**config.mk**
```make
export PLATFORM = sky130hd
export DESIGN_NAME = mem_access_ctrl
export DESIGN_NICKNAME = d
export VERILOG_FILES = /design/src/rtl/mem_access_ctrl.sv
export SDC_FILE = /design/constraint.sdc
export NUM_CORES = 1
export LEC_CHECK = 0
export CAP_MARGIN = 15
export CORE_ASPECT_RATIO = 0.5
export CORE_MARGIN = 10
export CORE_UTILIZATION = 44
export CTS_BUF_LIST = sky130_fd_sc_hd__clkbuf_8
export DETAILED_ROUTE_END_ITERATION = 8
export PLACE_DENSITY = 0.83
export SETUP_SLACK_MARGIN = 0.02
export SYNTH_ARGS = -nofsm -noshare
export SYNTH_HDL_FRONTEND = slang
export SYNTH_SLANG_ARGS = --single-unit
```
**constraint.sdc**
```tcl
create_clock -name clk -period 3.15 [get_ports clk]
set_input_delay 0.7875 -clock clk [delete_from_list [all_inputs] [get_ports clk]]
set_output_delay 0.7875 -clock clk [all_outputs]
set_load 0.005 [all_outputs]
```
**src/rtl/mem_access_ctrl.sv**
```systemverilog
// M-stage data memory access controller.
// Issues one req/ack transaction per access and extends load data.
module mem_access_ctrl #(
  parameter int TIMEOUT = 255,
  parameter int CNT_W   = 8
) (
  input  logic        clk,
  input  logic        reset,
  input  logic [2:0]  MemOpM,
  input  logic        MemReadM,
  input  logic [3:0]  m_data_byteen,
  input  logic [31:0] fixed_Mem_data,
  input  logic [31:0] AddressM,
  input  logic        Req,
  output logic        mem_req,
  output logic [31:0] mem_addr,
  output logic [3:0]  mem_we,
  output logic [31:0] mem_wdata,
  input  logic        mem_ack,
  input  logic [31:0] mem_rdata,
  output logic        StallM,
  output logic        ld_valid,
  output logic [31:0] ld_data,
  output logic        bus_err
);

  typedef enum logic [1:0] {IDLE, BUSY, DONE} state_t;

  state_t             state_q, state_d;
  logic               mem_req_q, mem_req_d;
  logic [31:0]        mem_addr_q, mem_addr_d;
  logic [3:0]         mem_we_q, mem_we_d;
  logic [31:0]        mem_wdata_q, mem_wdata_d;
  logic [2:0]         op_q, op_d;
  logic [1:0]         off_q, off_d;
  logic               is_load_q, is_load_d;
  logic [CNT_W-1:0]   cnt_q, cnt_d;
  logic               ld_valid_q, ld_valid_d;
  logic [31:0]        ld_data_q, ld_data_d;
  logic               bus_err_q, bus_err_d;
  logic               access;

  localparam logic [CNT_W-1:0] CNT_LAST = CNT_W'(TIMEOUT - 1);

  // Select and extend the addressed byte/halfword of the read word.
  function automatic logic [31:0] extend(
    input logic [2:0]  op,
    input logic [1:0]  o,
    input logic [31:0] d
  );
    logic [15:0] h;
    logic [7:0]  b;
    h = o[1] ? d[31:16] : d[15:0];
    unique case (o)
      2'd0:    b = d[7:0];
      2'd1:    b = d[15:8];
      2'd2:    b = d[23:16];
      default: b = d[31:24];
    endcase
    unique case (op)
      3'd1:    extend = {{16{h[15]}}, h};
      3'd2:    extend = {{24{b[7]}}, b};
      3'd3:    extend = {16'h0, h};
      3'd4:    extend = {24'h0, b};
      default: extend = d;
    endcase
  endfunction

  assign access = !Req && (MemReadM || |m_data_byteen);
  assign StallM = ((state_q == IDLE) && access) || (state_q == BUSY);

  // Next-state and registered-output logic of the transaction FSM.
  always_comb begin
    state_d     = state_q;
    mem_req_d   = mem_req_q;
    mem_addr_d  = mem_addr_q;
    mem_we_d    = mem_we_q;
    mem_wdata_d = mem_wdata_q;
    op_d        = op_q;
    off_d       = off_q;
    is_load_d   = is_load_q;
    cnt_d       = cnt_q;
    ld_valid_d  = 1'b0;
    ld_data_d   = ld_data_q;
    bus_err_d   = 1'b0;
    unique case (state_q)
      IDLE: begin
        if (access) begin
          mem_addr_d  = {AddressM[31:2], 2'b00};
          mem_we_d    = MemReadM ? 4'b0000 : m_data_byteen;
          mem_wdata_d = fixed_Mem_data;
          op_d        = MemOpM;
          off_d       = AddressM[1:0];
          is_load_d   = MemReadM;
          mem_req_d   = 1'b1;
          cnt_d       = '0;
          state_d     = BUSY;
        end
      end
      BUSY: begin
        if (mem_ack) begin
          mem_req_d = 1'b0;
          state_d   = DONE;
          if (is_load_q) begin
            ld_data_d  = extend(op_q, off_q, mem_rdata);
            ld_valid_d = 1'b1;
          end
        end else if (cnt_q == CNT_LAST) begin
          mem_req_d = 1'b0;
          bus_err_d = 1'b1;
          state_d   = DONE;
        end else begin
          cnt_d = cnt_q + 1'b1;
        end
      end
      default: begin
        state_d = IDLE;
      end
    endcase
  end

  // State registers with synchronous reset.
  always_ff @(posedge clk) begin
    if (reset) begin
      state_q     <= IDLE;
      mem_req_q   <= 1'b0;
      mem_addr_q  <= '0;
      mem_we_q    <= '0;
      mem_wdata_q <= '0;
      op_q        <= '0;
      off_q       <= '0;
      is_load_q   <= 1'b0;
      cnt_q       <= '0;
      ld_valid_q  <= 1'b0;
      ld_data_q   <= '0;
      bus_err_q   <= 1'b0;
    end else begin
      state_q     <= state_d;
      mem_req_q   <= mem_req_d;
      mem_addr_q  <= mem_addr_d;
      mem_we_q    <= mem_we_d;
      mem_wdata_q <= mem_wdata_d;
      op_q        <= op_d;
      off_q       <= off_d;
      is_load_q   <= is_load_d;
      cnt_q       <= cnt_d;
      ld_valid_q  <= ld_valid_d;
      ld_data_q   <= ld_data_d;
      bus_err_q   <= bus_err_d;
    end
  end

  assign mem_req   = mem_req_q;
  assign mem_addr  = mem_addr_q;
  assign mem_we    = mem_we_q;
  assign mem_wdata = mem_wdata_q;
  assign ld_valid  = ld_valid_q;
  assign ld_data   = ld_data_q;
  assign bus_err   = bus_err_q;

endmodule
```
-- Word-level counts from Yosys, hierarchy flattened
Cells that the tools add are included.
- mux-type cells: 18
- add/sub/neg operators: 1
- reductions and logical operators: 16
- bitwise logic cells: 2
- equality and inequality tests: 12
- operators with widths (cell ; number):
    $pmux W32 S4 ; 1
    $mux W8 ; 3
    $pmux W8 S3 ; 1
    $mux W16 ; 1
    $pmux W8 S2 ; 1
    $add A8 B1 Y8 const B ; 1
    $eq A8 B8 Y1 const B ; 1
    $eq A3 B2 Y1 const B ; 2
    $mux W2 ; 3
    $ne A2 B2 Y1 const B ; 3
    $reduce_and A3 Y1 ; 2
    $reduce_or A3 Y1 ; 2
    $mux W1 ; 5
    $eq A2 B1 Y1 const B ; 2
    $logic_not A2 Y1 ; 2
    $mux W4 ; 1
    $pmux W2 S2 ; 1
    $reduce_and A2 Y1 ; 2
    $reduce_and A4 Y1 ; 1
    $reduce_or A4 Y1 ; 1
    $eq A3 B1 Y1 const B ; 1
    $eq A3 B3 Y1 const B ; 1
    $ne A3 B2 Y1 const B ; 1
    $eq A2 B2 Y1 const B ; 1
    other kinds (6) ; 9
- input bits: 108
- flip-flop bits (word level): 117
- output and inout bits: 104

-- Logic depth before layout (Yosys ltp)
Gate-level depths: netlist of the first run.
- word-level depth: 5
- mapped depth: 7

-- Worst setup path after synthesis of the first run
OpenSTA, ideal clock, no wires.
- kind: input -> output
- from: input port m_data_byteen[2]
- to: output port StallM
- path slack: 553 ps
- required time: 2362 ps
- stages: 4
- arrival time: 1809 ps
- path buffers: 1
- cell sequence: or4_4 o21ai_4 buf_2 nand2_1
- word-level cells in the longest chain between the ends: 5
- RTL lines (element ; line ; RTL):
    from (decl) ; 11 ; input logic [3:0] m_data_byteen,
    $reduce_or A4 Y1 ; 69 ; assign access = !Req && (MemReadM || |m_data_byteen);
    $logic_or A1 B1 Y1 ; 69 ;
    $logic_and A1 B1 Y1 ; 69 ;
    $logic_and A1 B1 Y1 ; 70 ; assign StallM = ((state_q == IDLE) && access) || (state_q == BUSY);
    $logic_or A1 B1 Y1 ; 70 ;
    to (decl) ; 21 ; output logic StallM,
Every way passes these cells.

-- Final worst setup path of the first run
Ends and elaborated chain as after synthesis.

==> out/metrics.yaml, run 1 <==
synth_edf_count: 0
cts_made_buffers: 17
start_util_pct: 46.4
vdd_ir_drop_max_v: 0.000293
rsz0062_at_grt: "false"
min_path_type: "flip-flop to flip-flop"
dp_hpwl_mm: 12.2
power_uw: 3540
yosysWarnings: 0
ctsHoldBuffers: 0
vias: 4968
synth-main-ff-cell: "dfxtp_1"
drt_pass1_iterations: 5
crit_chain: "clkdlybuf4s50_1 -> or4_4 -> o21ai_4 -> nand2_1 -> dlygate4sd2_1"
finalInstanceArea_um2: 7390
cp.depth: 5
final_nets: 888
async_flop_share_pct: 0
period_needed_ns: 3.03
drive_gt1_share_pct: 6.96
synth_cells: 586
crit_start: "m_data_byteen[2]"
area.growth.synth_to_final_pct: 52.2
dr.first_iter.drc_count: 367
track_usage_pct: 20.5
final.period_utilization_pct: 96.2
drtAntennaViolNets: 0
grt_pass1_vias: 4933
die_w_um: 169
crit_fanout: 2
place_congestion: 0.822
wl_per_cell_um: 18.0
leakagePower_uw: 0.00268
wl_mm: 16.8
hold_depth: 2
antenna_found_initial: 0
fin_cells: 930
antenna_cells: 0
maxSlewHeadroom_pct: 20.2
synth_seq_cells: 117
htreeDepth: 4
fin_util_pct: 70.5
p_per_area_nw_per_um2: 479
core-area_um2: 10500
fillers: 854
hold_ws_ns: 0.452
port_buffers: 209
synth_area_leaders: "dfxtp_1, nand2_1, a21oi_1"
max_stage_delay_ns: 0.56
cts_buffer_depth: 2
path_buf_inv: 2
synth-seq-area-share_pct: 48.2
cp.arrival_ns: 2.24
critPathTopFamily: "buffers and inverters"
hp-start: "mem_wdata[31]$_SDFFE_PP0P_"
placed_cell_area_um2: 7010
reg2reg_from: "off_q[1]$_SDFFE_PP0P_"
post-synth-top-area-fraction_pct: 48.2
cap_violations: 0
cp.required_ns: 2.36
cts_tree: "done"
crit_path_top_delay_cell: "or4_4"
fmaxAchievable_mhz: 330
grt_start_max_net_pins: 91
boundaryPins: 212
drv_slew: 0
row_count: 26
insertion_delay_ns: 0.43
cts.sinks: 117
fin_skew_ns: 0.0119
yosysTopAreaCell: "dfxtp_1"
synth.cell_area_um2: 4860
finalHoldViolCount: 0
root_buffer: "clkbuf_8"
clkTransAtPathRegs_ns: 0.07
r2r_cells: 4
start_kind: "primary input"
status: "complete, no violations"
avgSynthCellArea_um2: 8.29
gr-total-overflow: 0
dp.cells: 899
drt-vias-per-instance: 5.34
dieHeight_um: 94.3
synth_cell_types: 43
grt_pass1_wl_mm: 26.4
setup_violations: 0
drcViolationCount: 0
crit_type: "primary input to output pin"
cp-end-kind: "output pin"
dieArea_um2: 15900
tightest_slew_ns: 1.19
cells in the mapped netlist (3+ instances only):
master,count
o211a_1,3
clkbuf_1,31
buf_2,14
and3_1,3
a21oi_1,99
dfxtp_1,117
inv_1,4
a221oi_1,7
or3_1,6
nand2_1,149
nand2b_1,4
mux4_2,8
o22ai_1,3
a2bb2oi_1,5
nand3_1,22
nor2_1,37
mux2i_1,8
a211o_1,3
o21ai_0,5
a211oi_1,29
area by class of cell:
cell class | instances | area [um2] | area share (%)
Clock buffer | 20 | 275 | 3.73
Inverter | 4 | 15.0 | 0.203
Sequential cell | 117 | 2340 | 31.7
Multi-Input combinational cell | 418 | 2290 | 31.0
Tap cell | 140 | 175 | 2.37
Timing Repair Buffer | 220 | 2180 | 29.5
Clock inverter | 11 | 108 | 1.46
kinds of logic after synthesis:
kind of cell               count (synthesis)  share of synthesized area, %
DFF                                      117                          48.2
AOI/OAI and AO/OA                        162                          20.3
and+or+nand+nor                          234                          20.4
muxes                                     16                          5.36
other                                      1                        0.0772
adders and majority gates                  2                         0.515
xor gates and xnor gates                   2                         0.361
buffers and inverters                     52                          4.69
final timing paths:
kind	to	slack, ns
worst min register to register	mem_wdata[31]$_SDFFE_PP0P_	0.45
worst max register to register	ld_data[19]$_SDFFE_PP0P_	0.74
worst min-delay path	mem_wdata[31]$_SDFFE_PP0P_	0.45
worst max-delay path	StallM	0.12
cells in the final DEF (no fill, tap or decap), types with 2 or more instances in the layout:
cell | synthesis | layout
clkdlybuf4s50_1 | 0 | 207
nand2_1 | 149 | 149
dfxtp_1 | 117 | 117
a21oi_1 | 99 | 99
nor2_1 | 37 | 37
a211oi_1 | 29 | 29
nand3_1 | 22 | 22
clkbuf_8 | 0 | 20
buf_4 | 2 | 11
mux2i_1 | 8 | 8
mux4_2 | 8 | 8
clkinv_2 | 0 | 8
a221oi_1 | 7 | 7
or3_1 | 6 | 6
a2bb2oi_1 | 5 | 5
o21ai_0 | 5 | 5
inv_1 | 4 | 4
nand2b_1 | 4 | 4
and3_1 | 3 | 3
a211o_1 | 3 | 3
o22ai_1 | 3 | 3
o211a_1 | 3 | 3
nand3b_1 | 2 | 2
xnor2_1 | 2 | 2
nor3_1 | 2 | 2
a21o_1 | 2 | 2
ha_1 | 2 | 2
conb_1 | 1 | 2
bufinv_16 | 0 | 2
per-layer routing:
metal | up-vias | wire length [um] | share of wire [%] | track usage, %
li1 | 2419 | - | - | -
met5 | - | 0 | 0 | 0
met1 | 2314 | 6770 | 40 | 23.5
met2 | 208 | 8330 | 50 | 35.9
met3 | 27 | 1300 | 7.7 | 6.10
met4 | 0 | 382 | 2.3 | 7.64
power breakdown:
| group | switching [uW] | total (uW) | internal (uW) |
|---|---|---|---|
| Combinational | 267 | 589 | 323 |
| Clock | 603 | 1350 | 750 |
| Sequential | 48.8 | 1600 | 1550 |
metrics by stage:
step	setup TNS [ns]	setup WS (ns)
after global placement	-0.0771	-0.0631
final	0	0.119
after CTS	0	0.120
after detailed placement	-0.105	-0.0700
after global routing	0	0.0811
after floorplan	0	0.553
state kept, by name (all words and copies together), names as in the netlist:
register and flops:
ld_valid 1, off_q 2, mem_we 4, ld_data 32
is_load_q 1, mem_wdata 32, bus_err 1, cnt_q 8
op_q 3, state_q 2, mem_addr 30, mem_req 1
worst min-delay path: cells and delay by family, from the launching register on:
kind	cells	cell delay, ns
simple gates	1	0.05
flops	1	0.31
compound gates	1	0.05
timing repair:
action / 4_1_cts / 5_1_grt
setup buffers: 0 / 0
gates resized for setup: 1 / 0
endpoints found under the setup margin: 1 / 0
Note: power is estimated with default switching activity, not from simulation.
==> run 2: changes to the inputs <==
- SLEW_MARGIN: not set -> 20
==> out/metrics.yaml, run 2 (synthesis gave the netlist of run 1 again) <==
track_usage_pct: 20.5  # unchanged
hold_ws_ns: 0.452  # +0.0000190 ns
gr-total-overflow: 0  # unchanged
drtAntennaViolNets: 0  # unchanged
hold_depth: 2  # unchanged
antenna_cells: 0  # unchanged
p_per_area_nw_per_um2: 479  # about the same
tightest_slew_ns: 0.986  # -0.203 ns
critPathTopFamily: "buffers and inverters"
htreeDepth: 4  # unchanged
finalInstanceArea_um2: 7390  # about the same
wl_mm: 16.8  # about the same
dr.first_iter.drc_count: 368  # +0.27%
postCtsSetupBuffers: 0  # unchanged
die_w_um: 169  # unchanged
start_kind: "primary input"
boundaryPins: 212  # unchanged
r2r_cells: 4  # unchanged
crit_fanout: 2  # unchanged
cp.arrival_ns: 2.24  # about the same
grt_pass1_vias: 4933  # unchanged
cts_made_buffers: 17  # unchanged
cts.sinks: 117  # unchanged
maxSlewHeadroom_pct: 34.3  # +14 points
start_util_pct: 46.4  # unchanged
reg2reg_slack_ns: 0.96  # +0.22 ns
grt_pass1_wl_mm: 26.4  # unchanged
cts_tree: "done"
wl_per_cell_um: 18.0  # about the same
status: "complete, no violations"
tns_ns: 0  # unchanged
dieArea_um2: 15900  # unchanged
drt-vias-per-instance: 5.34  # -0.12%
antenna_found_initial: 0  # unchanged
cts_buffer_depth: 2  # unchanged
clkTransAtPathRegs_ns: 0.07  # about the same
row_count: 26  # unchanged
period_needed_ns: 3.03  # +0.000114 ns
path_buf_inv: 2  # unchanged
area.growth.synth_to_final_pct: 52.3  # about the same
drcViolationCount: 0  # unchanged
dp.cells: 899  # unchanged
crit_path_top_delay_cell: "or4_4"
vias: 4962  # -0.12%
fin_skew_ns: 0.0119  # +0.0000224 ns
fin_cells: 930  # unchanged
final_nets: 888  # unchanged
drt_pass1_iterations: 5  # unchanged
worstHoldEndpoint: "mem_wdata[31]$_SDFFE_PP0P_"
fillers: 854  # unchanged
crit_chain: "clkdlybuf4s50_1 -> or4_4 -> o21ai_4 -> nand2_1 -> dlygate4sd2_1"
leakagePower_uw: 0.00268  # about the same
fmaxAchievable_mhz: 330  # about the same
cp-end-kind: "output pin"
place_congestion: 0.822  # unchanged
root_buffer: "clkbuf_8"
core-area_um2: 10500  # unchanged
hp-start: "mem_wdata[31]$_SDFFE_PP0P_"
rsz0062_at_grt: "false"
crit_type: "primary input to output pin"
cp.required_ns: 2.36  # about the same
reg2reg_to: "ld_data[12]$_SDFFE_PP0P_"
vdd_ir_drop_max_v: 0.000295  # +0.54%
final_common_cell: "clkdlybuf4s50_1"
finalHoldViolCount: 0  # unchanged
max_stage_delay_ns: 0.56  # about the same
min_path_type: "flip-flop to flip-flop"
drive_gt1_share_pct: 7.09  # +0.13 points
ctsHoldBuffers: 0  # unchanged
reg2reg_from: "off_q[0]$_SDFFE_PP0P_"
cap_violations: 0  # unchanged
dieHeight_um: 94.3  # unchanged
port_buffers: 209  # unchanged
setup_violations: 0  # unchanged
dp_hpwl_mm: 12.2  # unchanged
final.period_utilization_pct: 96.2  # about the same
drv_slew: 0  # unchanged
insertion_delay_ns: 0.43  # about the same
placed_cell_area_um2: 7010  # unchanged
final_cell_mix: "clkdlybuf4s50_1, nand2_1, dfxtp_1"
grt_start_max_net_pins: 91  # unchanged
==> run 2: cell counts in the layout (fill, tap and decap cells not counted) <==
No cell type changed its count.
==> run 2: worst register-to-register path, delay by kind of cell, from the launching register on <==
family,cells,cell delay (ns)
flops,1,0.74
mux,1,0.63
simple gates,2,0.53
compound gates,1,0.15
==> run 2: area by class of cell <==
type | count | area, um2 | share of cell area, %
Multi-Input combinational cell | 418 | 2290 | 31.0
Clock inverter | 11 | 108 | 1.46
Clock buffer | 20 | 275 | 3.72
Sequential cell | 117 | 2340 | 31.7
Timing Repair Buffer | 220 | 2180 | 29.5
Inverter | 4 | 15.0 | 0.203
Tap cell | 140 | 175 | 2.37
==> run 2: power by group <==
| part | switching, uW | internal, uW |
|---|---|---|
| clock network | 605 | 750 |
| registers | 49.0 | 1550 |
| logic | 267 | 323 |
| total | 921 | 2620 |
==> run 2: worst max path at each step <==
stage	from	end	slack, ns	depth (start not counted)
finish	m_data_byteen[2]	StallM	0.12	5
global route	m_data_byteen[2]	StallM	0.08	5
CTS	m_data_byteen[2]	StallM	0.12	5
detailed placement	m_data_byteen[2]	StallM	-0.07	5
global placement	m_data_byteen[2]	StallM	-0.06	5
floorplan	m_data_byteen[2]	StallM	0.55	4
==> run 2: what timing repair did <==
item                       in CTS  in global routing
resized for setup               1                  0
hold endpoints to repair        0                  0
setup endpoints to repair       1                  0
==> run 2: per-stage QoR <==
stage / power, uW / worst slack [ns] / utilization [%]
6_report: 3540 / 0.119 / 70.6
5_1_grt: 3690 / 0.0811 / 70.6
4_1_cts: 3560 / 0.120 / 70.5
3_5_place_dp: 2220 / -0.0700 / 66.9
3_3_place_gp: 2200 / -0.0631 / 66.9
2_1_floorplan: 1880 / 0.553 / -
==> run 2: routing by layer <==
| layer | vias up | global-route usage (%) | wire length, um |
|---|---|---|---|
| li1 | 2416 | - | - |
| met1 | 2308 | 23.5 | 6730 |
| met2 | 208 | 35.9 | 8300 |
| met3 | 30 | 6.10 | 1350 |
| met4 | 0 | 7.64 | 391 |
| met5 | - | 0 | 0 |
